## src/rtl/sp_ram_ctrl.sv

```systemverilog
// Single-port synchronous RAM with valid/ready requests, per-byte write enables and a
// post-reset zero-fill. Define SP_RAM_PARITY_EN to add per-byte even parity and parity_err.
module sp_ram_ctrl #(
    parameter int DATA_W  = 128,
    parameter int DEPTH   = 8,
    parameter int ADDR_W  = (DEPTH > 1) ? $clog2(DEPTH) : 1,
    parameter int OUT_REG = 0
) (
    input  logic                  clk,
    input  logic                  rst_n,
    input  logic                  req_valid,
    output logic                  req_ready,
    input  logic                  req_we,
    input  logic [ADDR_W-1:0]     req_addr,
    input  logic [DATA_W-1:0]     req_wdata,
    input  logic [DATA_W/8-1:0]   req_be,
    output logic                  rsp_valid,
    output logic [DATA_W-1:0]     rsp_rdata,
`ifdef SP_RAM_PARITY_EN
    output logic                  parity_err,
`endif
    output logic                  init_done
);

    localparam int NB = DATA_W / 8;
`ifdef SP_RAM_PARITY_EN
    localparam int LANE_W = 9;
`else
    localparam int LANE_W = 8;
`endif

    typedef enum logic {ST_INIT, ST_RUN} state_t;

    state_t              state_reg, state_next;
    logic [ADDR_W-1:0]   cnt_reg, cnt_next;
    logic                init_we;

    logic                in_range;
    logic                wr_en;
    logic                rd_en;

    logic                v1_reg;
    logic                oor1_reg;
    logic [DATA_W-1:0]   rd_word;

    logic                last_valid;
    logic                last_oor;
    logic [DATA_W-1:0]   last_data;

`ifdef SP_RAM_PARITY_EN
    logic [NB-1:0]       lane_err;
    logic                rd_err;
    logic                last_err;
`endif

    // FSM: zero-fill every word once after reset, then serve requests forever
    always_ff @(posedge clk or negedge rst_n) begin
        if (!rst_n) begin
            state_reg <= ST_INIT;
            cnt_reg   <= '0;
        end else begin
            state_reg <= state_next;
            cnt_reg   <= cnt_next;
        end
    end

    always_comb begin
        state_next = state_reg;
        cnt_next   = cnt_reg;
        init_we    = 1'b0;
        req_ready  = 1'b0;
        init_done  = 1'b0;
        case (state_reg)
            ST_INIT: begin
                init_we = 1'b1;
                if (cnt_reg == ADDR_W'(DEPTH - 1)) begin
                    state_next = ST_RUN;
                    cnt_next   = '0;
                end else begin
                    cnt_next = cnt_reg + 1'b1;
                end
            end
            ST_RUN: begin
                req_ready = 1'b1;
                init_done = 1'b1;
            end
            default: state_next = ST_INIT;
        endcase
    end

    assign in_range = ({1'b0, req_addr} < (ADDR_W + 1)'(DEPTH));
    assign wr_en    = req_valid & req_ready & req_we & in_range;
    assign rd_en    = req_valid & req_ready & ~req_we;

    // One narrow RAM per byte lane keeps byte enables a plain per-lane write enable
    for (genvar gi = 0; gi < NB; gi++) begin : g_lane
        logic [LANE_W-1:0] lane_mem [DEPTH];
        logic [LANE_W-1:0] lane_rd_reg;
        logic [LANE_W-1:0] lane_wr;
        logic [7:0]        wbyte;

        assign wbyte = req_wdata[8*gi +: 8];
`ifdef SP_RAM_PARITY_EN
        assign lane_wr = {^wbyte, wbyte};
        assign lane_err[gi] = ^lane_rd_reg;
`else
        assign lane_wr = wbyte;
`endif

        always_ff @(posedge clk) begin
            if (init_we) begin
                lane_mem[cnt_reg] <= '0;
            end else if (wr_en && req_be[gi]) begin
                lane_mem[req_addr] <= lane_wr;
            end
            if (rd_en && in_range) begin
                lane_rd_reg <= lane_mem[req_addr];
            end
        end

        assign rd_word[8*gi +: 8] = lane_rd_reg[7:0];
    end

`ifdef SP_RAM_PARITY_EN
    assign rd_err = (|lane_err) & ~oor1_reg;
`endif

    always_ff @(posedge clk or negedge rst_n) begin
        if (!rst_n) begin
            v1_reg   <= 1'b0;
            oor1_reg <= 1'b0;
        end else begin
            v1_reg   <= rd_en;
            oor1_reg <= rd_en & ~in_range;
        end
    end

    if (OUT_REG != 0) begin : g_oreg
        logic              v2_reg;
        logic              oor2_reg;
        logic [DATA_W-1:0] d2_reg;

        always_ff @(posedge clk or negedge rst_n) begin
            if (!rst_n) begin
                v2_reg   <= 1'b0;
                oor2_reg <= 1'b0;
            end else begin
                v2_reg   <= v1_reg;
                oor2_reg <= oor1_reg;
            end
        end

        always_ff @(posedge clk) begin
            d2_reg <= rd_word;
        end

        assign last_valid = v2_reg;
        assign last_oor   = oor2_reg;
        assign last_data  = d2_reg;
`ifdef SP_RAM_PARITY_EN
        logic e2_reg;
        always_ff @(posedge clk) begin
            e2_reg <= rd_err;
        end
        assign last_err = e2_reg;
`endif
    end else begin : g_noreg
        assign last_valid = v1_reg;
        assign last_oor   = oor1_reg;
        assign last_data  = rd_word;
`ifdef SP_RAM_PARITY_EN
        assign last_err   = rd_err;
`endif
    end

    // Response register: holds the last read value between pulses
    always_ff @(posedge clk or negedge rst_n) begin
        if (!rst_n) begin
            rsp_valid <= 1'b0;
            rsp_rdata <= '0;
        end else begin
            rsp_valid <= last_valid;
            if (last_valid) begin
                rsp_rdata <= last_oor ? '0 : last_data;
            end
        end
    end

`ifdef SP_RAM_PARITY_EN
    always_ff @(posedge clk or negedge rst_n) begin
        if (!rst_n) begin
            parity_err <= 1'b0;
        end else begin
            parity_err <= last_valid & last_err;
        end
    end
`endif

endmodule

```

## config.mk

```make
export PLATFORM = sky130hd
export DESIGN_NAME = sp_ram_ctrl
export DESIGN_NICKNAME = d
export VERILOG_FILES = /design/src/rtl/sp_ram_ctrl.sv
export SDC_FILE = /design/constraint.sdc
export NUM_CORES = 1
export LEC_CHECK = 0
export CAP_MARGIN = 0
export CELL_PAD_IN_SITES_DETAIL_PLACEMENT = 0
export CELL_PAD_IN_SITES_GLOBAL_PLACEMENT = 1
export CORE_MARGIN = 3
export CORE_UTILIZATION = 47
export CTS_CLUSTER_DIAMETER = 200
export CTS_CLUSTER_SIZE = 10
export DETAILED_ROUTE_END_ITERATION = 12
export GPL_ROUTABILITY_DRIVEN = 0
export PLACE_DENSITY_LB_ADDON = 0.1
export RECOVER_POWER = 25
export SYNTH_ARGS = -nofsm -noshare
export SYNTH_HDL_FRONTEND = slang
export SYNTH_SLANG_ARGS = --single-unit
```

## constraint.sdc

```tcl
create_clock -name clk -period 7.1 [get_ports clk]
set_clock_uncertainty 0.2 [all_clocks]
set_input_delay 0.71 -clock clk [delete_from_list [all_inputs] [get_ports clk]]
set_output_delay 0.71 -clock clk [all_outputs]
set_load 0.1 [all_outputs]
```

Word level (Yosys, flattened, before mapping)
Memory sizes are Yosys's and may differ from the RTL's. A register that Yosys moved wholly into a read port is not among the register bits.
Cells that the tools add are included.
Widths: inputs -> output; s select.
{ "classes": {"add_sub_neg": 1, "muxes": 101, "n_bitwise": 4, "eq_ne": 1, "reduce_logical": 32} }
{ "ops": {"columns": ["operator", "n"], "rows": [
  ["$mux 8", 16],
  ["$reduce_or 8->1", 16],
  ["$mux 1", 68],
  ["$mux 3", 17],
  ["$logic_and 1x1->1", 16],
  ["$add 3x1->3 const B", 1],
  ["$and 1x1->1", 3],
  ["$eq 3x3->1 const B", 1],
  ["$not 1->1", 1]
]} }
{ "word_totals": {"out_inout_bits": 131, "reg_bits": 134, "mem_count": 16, "ramBits": 1024} }
{ "memory_table": {"columns": ["memory", "depth", "width", "rd", "rd_clocked_by_memory_dff", "write_ports", "line", "text"], "rows": [
  ["g_lane[0].lane_mem", 8, 8, 1, 1, 1, "97", "logic [LANE_W-1:0] lane_mem [DEPTH];"],
  ["g_lane[10].lane_mem", 8, 8, 1, 1, 1, "97", null],
  ["g_lane[11].lane_mem", 8, 8, 1, 1, 1, "97", null],
  ["g_lane[12].lane_mem", 8, 8, 1, 1, 1, "97", null],
  ["g_lane[13].lane_mem", 8, 8, 1, 1, 1, "97", null],
  ["g_lane[14].lane_mem", 8, 8, 1, 1, 1, "97", null],
  ["+10 memories", null, null, null, null, null, null, null]
]} }

Depth between registers and ports, before layout
Gate-level depths: netlist of the first run.
{ "logic_depth": {"word_depth": 9, "ltp_mapped": 6} }

Worst setup path after synthesis of the first run
Ideal clock, no wire load.
{ "synth_timing": {"path_type": "reg2reg", "start": "reg state_reg", "end": "reg v1_reg, in the netlist last_valid", "arrival_ps": 6918, "setup_ps": 687, "path_stages_with_launch": 5, "path_slack_ps": -705, "path_buffers": 2, "period_less_slack_ps": 7805, "required_ps": 6213, "path_cell_list": "dfrtp_1 -> clkbuf_1 -> clkbuf_1 -> nand2_1 -> nor2_1"} }
{ "synth_via": {"elab_chain_len": 3} }
{ "synth_lines": {"columns": ["item", "line", "text"], "rows": [
  ["start, declared", "34", "state_t state_reg, state_next;"],
  ["start signal, assigned", "62", "state_reg <= state_next;"],
  ["$mux 1", "73", "case (state_reg)"],
  ["$and 1x1->1 (2 in series)", "93", "assign rd_en = req_valid & req_ready & ~req_we;"],
  ["named net rd_en", "40", "logic rd_en;"],
  ["end signal, assigned", "133", "v1_reg <= rd_en;"],
  ["end, declared", "42", "logic v1_reg;"]
]} }
The timed path passes the listed nets, and every way through them passes these cells.
A chain may end at the register's enable or synchronous reset.

Final worst setup path of the first run
{ "layout_timing": {"start": "reg v1_reg, in the netlist last_valid", "end": "reg rsp_rdata[67]"} }
{ "layout_lines": {"columns": ["item", "line", "text"], "rows": [
  ["end signal, assigned", "184", "rsp_rdata <= last_oor ? '0 : last_data;"],
  ["end, declared", "18", "output logic [DATA_W-1:0] rsp_rdata,"]
]} }
No word-level cell between the ends.

==> impl_results.md, run 1 <==
* Stages on worst setup path at 2
* Max reg flops at 1,024
* Simple-gate area share of the yosys netlist at 0.0295
* Syn_area_per_cell at 21.5 um^2
* Post-detail-place hpwl at 69.2 mm
* Syn nets at 2,486
* Largest cells by area after synthesis: edfxtp_1 (69%), mux4_2 (8.3%), dfrtp_1 (6.7%), mux2_2 (5.8%), mux4_1 (3.8%)
* Antenna violations before repair at 11
* CP max FO at 67
* Outcome: finished, violations left
* Setup repair bufs after CTS at 0
* I/O pin total at 282
* Vias per cell at 5.66
* Crit path largest cell delay at 2440 ps
* Cells after synthesis at 2,333
* WP data arrival at 5380 ps
* Core Area at 106,000 um^2
* Vias post-DR at 23,500
* Area of the die at 111,000 um^2
* Hold Crit Class: register to register
* CTS Buffer Depth at 3
* Crit-path slowest cell: dfrtp_1
* Worst Reg-to-Reg Cells at 2
* Actual slew at the worst max-slew pin at 3170 ps
* Share of the synthesized area in the top cell type at 0.689
* Clock Latency Late Sink at 730 ps
* DRT Pass-1 Iters at 5
* Max Cap Viol at 6
* Post-synth EDFFs at 1,152
* Final cell count without fillers at 4,155
* Leakage at 22.4 nW
* Remaining antenna violation count at 0
* Startpoint type of the worst setup path: register
* Cts repair resizes at 0
* Worst r2r dst: rsp_rdata[67]$_DFFE_PN0P_
* Gr usage total at 0.203
* CTS tree: yes
* Clk slew on worst S/H paths at 60 ps
* Worst path cell trace: clkbuf_2, mux2_2
* Pwr per Cell Area at 284 nW/um^2
* Largest family of logic cells by synthesized area: multiplexers
* Setup TNS at 0 ps
* Failing checks: max-capacitance violations, max-slew violations
* Starting Density at 0.475
* Final setup violation count at 0
* FF+latch count, synth at 1,286
* Crit path from: last_valid$_DFF_PN0_
* Port-buffer cells at 281
* Nets at 2,799
* Critical Path RT at 7500 ps
* RSZ-0062 raised after global routing: false
* Post-Synth XOR/XNOR Area at 0
* Crit-path leading delay family: flip-flops
* Crit path time final at 4980 ps
* Count of final hold-check violations at 0
* Share of cells above drive strength 1 at 0.222
* Synth Flop Type: edfxtp_1
* TritonCTS Buffers at 146
* Initial DRC Count at 1,820
* Adder-Cell Fraction of Synth Area at 0.000498
* Post-synth top cells: edfxtp_1 (1,152), mux2_2 (258), mux4_2 (184)
* Cell taking the most area after synthesis: edfxtp_1
* H-tree depth at 4
* Fill count at 8,001
* Die H at 333 um
* Max VDD drop at 0.165 mV
* CP endpoint kind: register
* Most frequent cell after synthesis: edfxtp_1
* CP Capture Point: rsp_rdata[67]$_DFFE_PN0P_
* Mux cell area share after synthesis at 0.191
* Worst path bufs/invs at 1
* Seq/Total Area, Yosys at 0.756
* CTS root buf: clkbuf_16
* Vias in the first global route at 25,000
* Area of the mapped netlist at 50,200 um^2
* First-pass GRT wire length at 166 mm
* Distinct cells, synth at 27
* Register Area at 37,900 um^2
* Inst Count DP at 3,888
* Die Wd at 333 um
* Setup slack, reg-to-reg at 2120 ps
* Slew Viols, Final at 297
* Total global routing overflow at 0
* Synth Area in Compound Gates at 0.00329
* Reg-to-reg startpoint: last_valid$_DFF_PN0_
* Fmax at 201 MHz
* Slew Limit Headroom at -1.11
* DR DRC count at 0
* CTS Sinks at 1,286
* Critical Setup Path Class: register to register
* Synth Warn # at 0
* Largest net degree at the start of global routing at 84
* DR WL/cell at 26.9 um
* Cell Rows at 119
* Area grow syn2layout at 16.1%
* Total Wirelength at 112 mm
* Crit share post-route at 0.701
* Area of the multi-input gates at 11,300 um^2
* Synth async-reset ratio at 0.104
## worst min-delay path by stage
stage               depth (start not counted)                           startpoint  slack [ps]                          to
floorplan                                   0                 last_valid$_DFF_PN0_         170         rsp_valid$_DFF_PN0_
global placement                            1  g_lane[13].lane_rd_reg[5]$_DFFE_PP_         260  rsp_rdata[109]$_DFFE_PN0P_
detailed placement                          1  g_lane[15].lane_rd_reg[4]$_DFFE_PP_         260  rsp_rdata[124]$_DFFE_PN0P_
CTS                                         2                                rst_n         200   rsp_rdata[79]$_DFFE_PN0P_
global route                                1   g_lane[6].lane_rd_reg[6]$_DFFE_PP_         290   rsp_rdata[54]$_DFFE_PN0P_
finish                                      1  g_lane[13].lane_rd_reg[2]$_DFFE_PP_         260  rsp_rdata[106]$_DFFE_PN0P_
## layout by cell type, fill, tap and decap left out, drive strengths merged
master	netlist	layout
diode	0	1
and4b	1	1
dlygate4sd3	0	1
nor2b	5	5
and3	129	129
and2	2	2
mux2	258	258
nand4	16	16
a21oi	32	32
bufinv	0	1
buf	52	26
o21ai	1	1
edfxtp	1152	1152
or2	1	1
and4	1	1
mux2i	64	64
dfrtp	134	134
clkinv	0	2
nand2	2	2
ha	2	2
clkdlybuf4s50	0	277
clkbuf	93	267
inv	0	1
nor2	132	132
mux4	256	256
## logic make-up after synthesis
logic type | count (synthesis)
simple gates | 289
mux | 578
fa+ha+maj | 2
compound gates | 33
buf+inv | 145
flops | 1286
## metrics by stage
step / hold slack, ps / utilization / power [mW] / cell area [um^2] / setup slack [ps]
floorplan: 167 / - / 9.47 / 50200 / 1520
finish: 263 / 0.552 / 16.5 / 58300 / 2120
detailed placement: 261 / 0.511 / 9.89 / 54000 / 2480
CTS: 197 / 0.552 / 16.7 / 58300 / 3060
global route: 285 / 0.552 / 17.1 / 58300 / 1750
global placement: 257 / 0.511 / 9.87 / 54000 / 2530
## power breakdown
| part | switching, mW | total [mW] | internal (mW) | leakage (nW) |
|---|---|---|---|---|
| registers | 0.0628 | 8.37 | 8.31 | 14.2 |
| logic | 0.925 | 1.34 | 0.418 | 6.17 |
| clock network | 2.79 | 6.83 | 4.04 | 2.05 |
## final cells by class
cell class / count / share of cell area
sequential: 1286 / 0.651
clock inverter: 4 / 0.00122
timing repair buffer: 310 / 0.0518
multi-input combinational: 902 / 0.194
tap: 1391 / 0.0298
antenna: 1 / 0.0000429
clock buffer: 261 / 0.0726
## metal layers
layer / vias to the layer above / GRT usage / routed length (um)
li1: 10200 / - / -
met1: 12500 / 0.277 / 47300
met2: 661 / 0.334 / 55700
met3: 180 / 0.0436 / 6450
met4: 6 / 0.0561 / 2150
met5: - / 0 / 47
## what timing repair did
item	4_1_cts	5_1_grt
endpoints found under the setup margin	0	0
hold buffers	1	0
hold endpoints to repair	28	0
Power figures use the tool's default switching activity.
==> run 2: changes to the inputs <==
--- a/config.mk
+++ b/config.mk
@@ -9,7 +9,7 @@
 export CELL_PAD_IN_SITES_DETAIL_PLACEMENT = 0
 export CELL_PAD_IN_SITES_GLOBAL_PLACEMENT = 1
 export CORE_MARGIN = 3
-export CORE_UTILIZATION = 47
+export CORE_UTILIZATION = 53
 export CTS_CLUSTER_DIAMETER = 200
 export CTS_CLUSTER_SIZE = 10
 export DETAILED_ROUTE_END_ITERATION = 12
==> constraint.sdc (replaced) <==
create_clock -name clk -period 4.9 [get_ports clk]
set_clock_uncertainty 0.2 [all_clocks]
set_input_delay 0.49 -clock clk [delete_from_list [all_inputs] [get_ports clk]]
set_output_delay 0.49 -clock clk [all_outputs]
set_load 0.1 [all_outputs]
==> run 2 against run 1 <==
The run still ends with max-capacitance violations, max-slew violations left. Combinational power grew 46%. Global-route usage is 2.5 points higher. Via count up 0.69%. Critical endpoint is now g_lane[5].lane_rd_reg[4]$_DFFE_PP_. Flip-flop and latch count is the same. Routed wire length down 1.6%. Largest power group unchanged.
==> impl_results.md, run 2 (synthesis gave the netlist of run 1 again) <==
* Core Area at 93,600 um^2 (-11%)
* Largest net degree at the start of global routing at 145 (+73%)
* Final cell count without fillers at 4,022 (-3.2%)
* Gr usage total at 0.228 (+0.0249)
* DP Area at 54,000 um^2 (about the same)
* CTS root buf: clkbuf_16
* First-pass GRT wire length at 165 mm (-0.52%)
* Most common cell after layout, fill and taps aside: edfxtp_1
* H-tree depth at 4 (unchanged)
* Fin area at 58,200 um^2 (-0.22%)
* Count of final hold-check violations at 0 (unchanged)
* Antenna violations before repair at 4 (-7)
* CTS Buffer Depth at 3 (unchanged)
* Max reg flops at 1,024 (unchanged)
* I/O pin total at 282 (unchanged)
* Starting Density at 0.536 (+0.0614)
* Fill count at 6,539 (-18%)
* Die Wd at 314 um (-5.7%)
* Reg-to-reg startpoint: state_reg$_DFF_PN0_
* Clock Latency Late Sink at 730 ps (about the same)
* Vias in the first global route at 25,200 (+0.77%)
* DR WL/cell at 27.3 um (+1.7%)
* Crit path time final at 4230 ps
* Slew Viols, Final at 471 (+59%)
* Initial DRC Count at 2,002 (+10%)
* Setup TNS at 0 ps (unchanged)
* Pwr per Cell Area at 411 nW/um^2 (+45%)
* Die H at 314 um (-5.7%)
* Vias post-DR at 23,700 (+0.69%)
* DRT Pass-1 Iters at 5 (unchanged)
* Setup slack, reg-to-reg at 980 ps (-1140 ps)
* Max VDD drop at 0.372 mV (+130%)
* Vias per cell at 5.89 (+4.0%)
* Clk slew on worst S/H paths at 50 ps (about the same)
* Actual slew at the worst max-slew pin at 2970 ps (-197 ps)
* Port-buffer cells at 281 (unchanged)
* Remaining antenna violation count at 0 (unchanged)
* Commonest non-fill, non-tap cells in the layout: edfxtp_1 (1,152), clkdlybuf4s50_1 (276), mux2_2 (225), mux4_2 (184), clkbuf_16 (151)
* Total global routing overflow at 0 (unchanged)
* CP max FO at 144 (+110%)
* DR DRC count at 0 (unchanged)
* Fmax at 236 MHz
* Slew Limit Headroom at -0.981 (+0.132)
* TritonCTS Buffers at 146 (unchanged)
* Max Cap Viol at 7 (+1)
* Worst r2r dst: g_lane[14].lane_rd_reg[0]$_DFFE_PP_
* Area grow syn2layout at 15.9%
* Hold Crit Class: primary input to async pin
* Failing checks: max-capacitance violations, max-slew violations
* Worst Reg-to-Reg Cells at 3 (+1)
* Startpoint type of the worst setup path: primary input
* CP endpoint kind: register
* Share of cells above drive strength 1 at 0.221 (-0.00141)
* CTS Sinks at 1,286 (unchanged)
* Power, Total at 23.9 mW (+44%)
* Final setup violation count at 0 (unchanged)
* Outcome: finished, violations left
* Post-detail-place hpwl at 68.6 mm (-0.81%)
* Setup repair bufs after CTS at 0 (unchanged)
* RSZ-0062 raised after global routing: false
* Cell Rows at 112 (-5.9%)
* Critical Setup Path Class: primary input to register
* Critical Path RT at 5140 ps (-2360 ps)
* Nets at 2,808 (+0.32%)
* Total Wirelength at 110 mm (-1.6%)
* Area of the die at 98,500 um^2 (-11%)
* Final design utilization at 0.621 (+0.0699)
* Crit share post-route at 0.864
* WP data arrival at 4480 ps (-900 ps)
* Leakage at 22.4 nW (+0.16%)
* Inst Count DP at 3,760 (-3.3%)
* CTS tree: yes
-- run 2: stage by stage --
stage | worst slack (ps) | hold slack [ps]
2_1_floorplan | 744 | -5.59
3_3_place_gp | 1180 | 257
3_5_place_dp | 1110 | 263
4_1_cts | 1130 | 161
5_1_grt | 556 | 207
6_report | 665 | 155
-- run 2: area by class of cell --
class | instances | area, um^2 | share of cell area
clock inverter | 5 | 80.1 | 0.00138
multi-input combinational | 902 | 11300 | 0.194
tap | 1254 | 1570 | 0.0270
antenna | 1 | 2.50 | 0.0000430
clock buffer | 255 | 4170 | 0.0717
sequential | 1286 | 37900 | 0.652
timing repair buffer | 319 | 3140 | 0.0540
-- run 2: per-layer routing --
| layer | part of all wire | global-route usage |
|---|---|---|
| met1 | 0.41 | 0.318 |
| met2 | 0.50 | 0.369 |
| met3 | 0.064 | 0.0464 |
| met4 | 0.024 | 0.0670 |
| met5 | 0.00012 | 0 |
-- run 2: critical path: stages --
cell and delay [ps]:
clkbuf_2 1110, clkbuf_4 1820, mux4_2 460, mux2_1 360
-- run 2: worst max path at each step --
stage / from / to / depth (start not counted)
after global routing: req_addr[2] / g_lane[5].lane_rd_reg[5]$_DFFE_PP_ / 4
after floorplan: state_reg$_DFF_PN0_ / g_lane[0].lane_rd_reg[0]$_DFFE_PP_ / 4
after CTS: state_reg$_DFF_PN0_ / init_done / 2
after detailed placement: req_valid / g_lane[0].lane_mem[2][4]$_DFFE_PP_ / 5
final: req_addr[2] / g_lane[5].lane_rd_reg[4]$_DFFE_PP_ / 4
after global placement: req_valid / g_lane[0].lane_mem[2][3]$_DFFE_PP_ / 5
-- run 2: timing repair --
action / CTS / global route
resized for setup: 0 / 0
hold buffers: 1 / 0
setup endpoints to repair: 0 / 0
endpoints found under the hold margin: 58 / 0
-- run 2: power by group --
| group | internal, mW | switching (mW) |
|---|---|---|
| sequential | 12.0 | 0.0794 |
| combinational | 0.619 | 1.34 |
| clock | 5.77 | 4.05 |
| total | 18.4 | 5.47 |
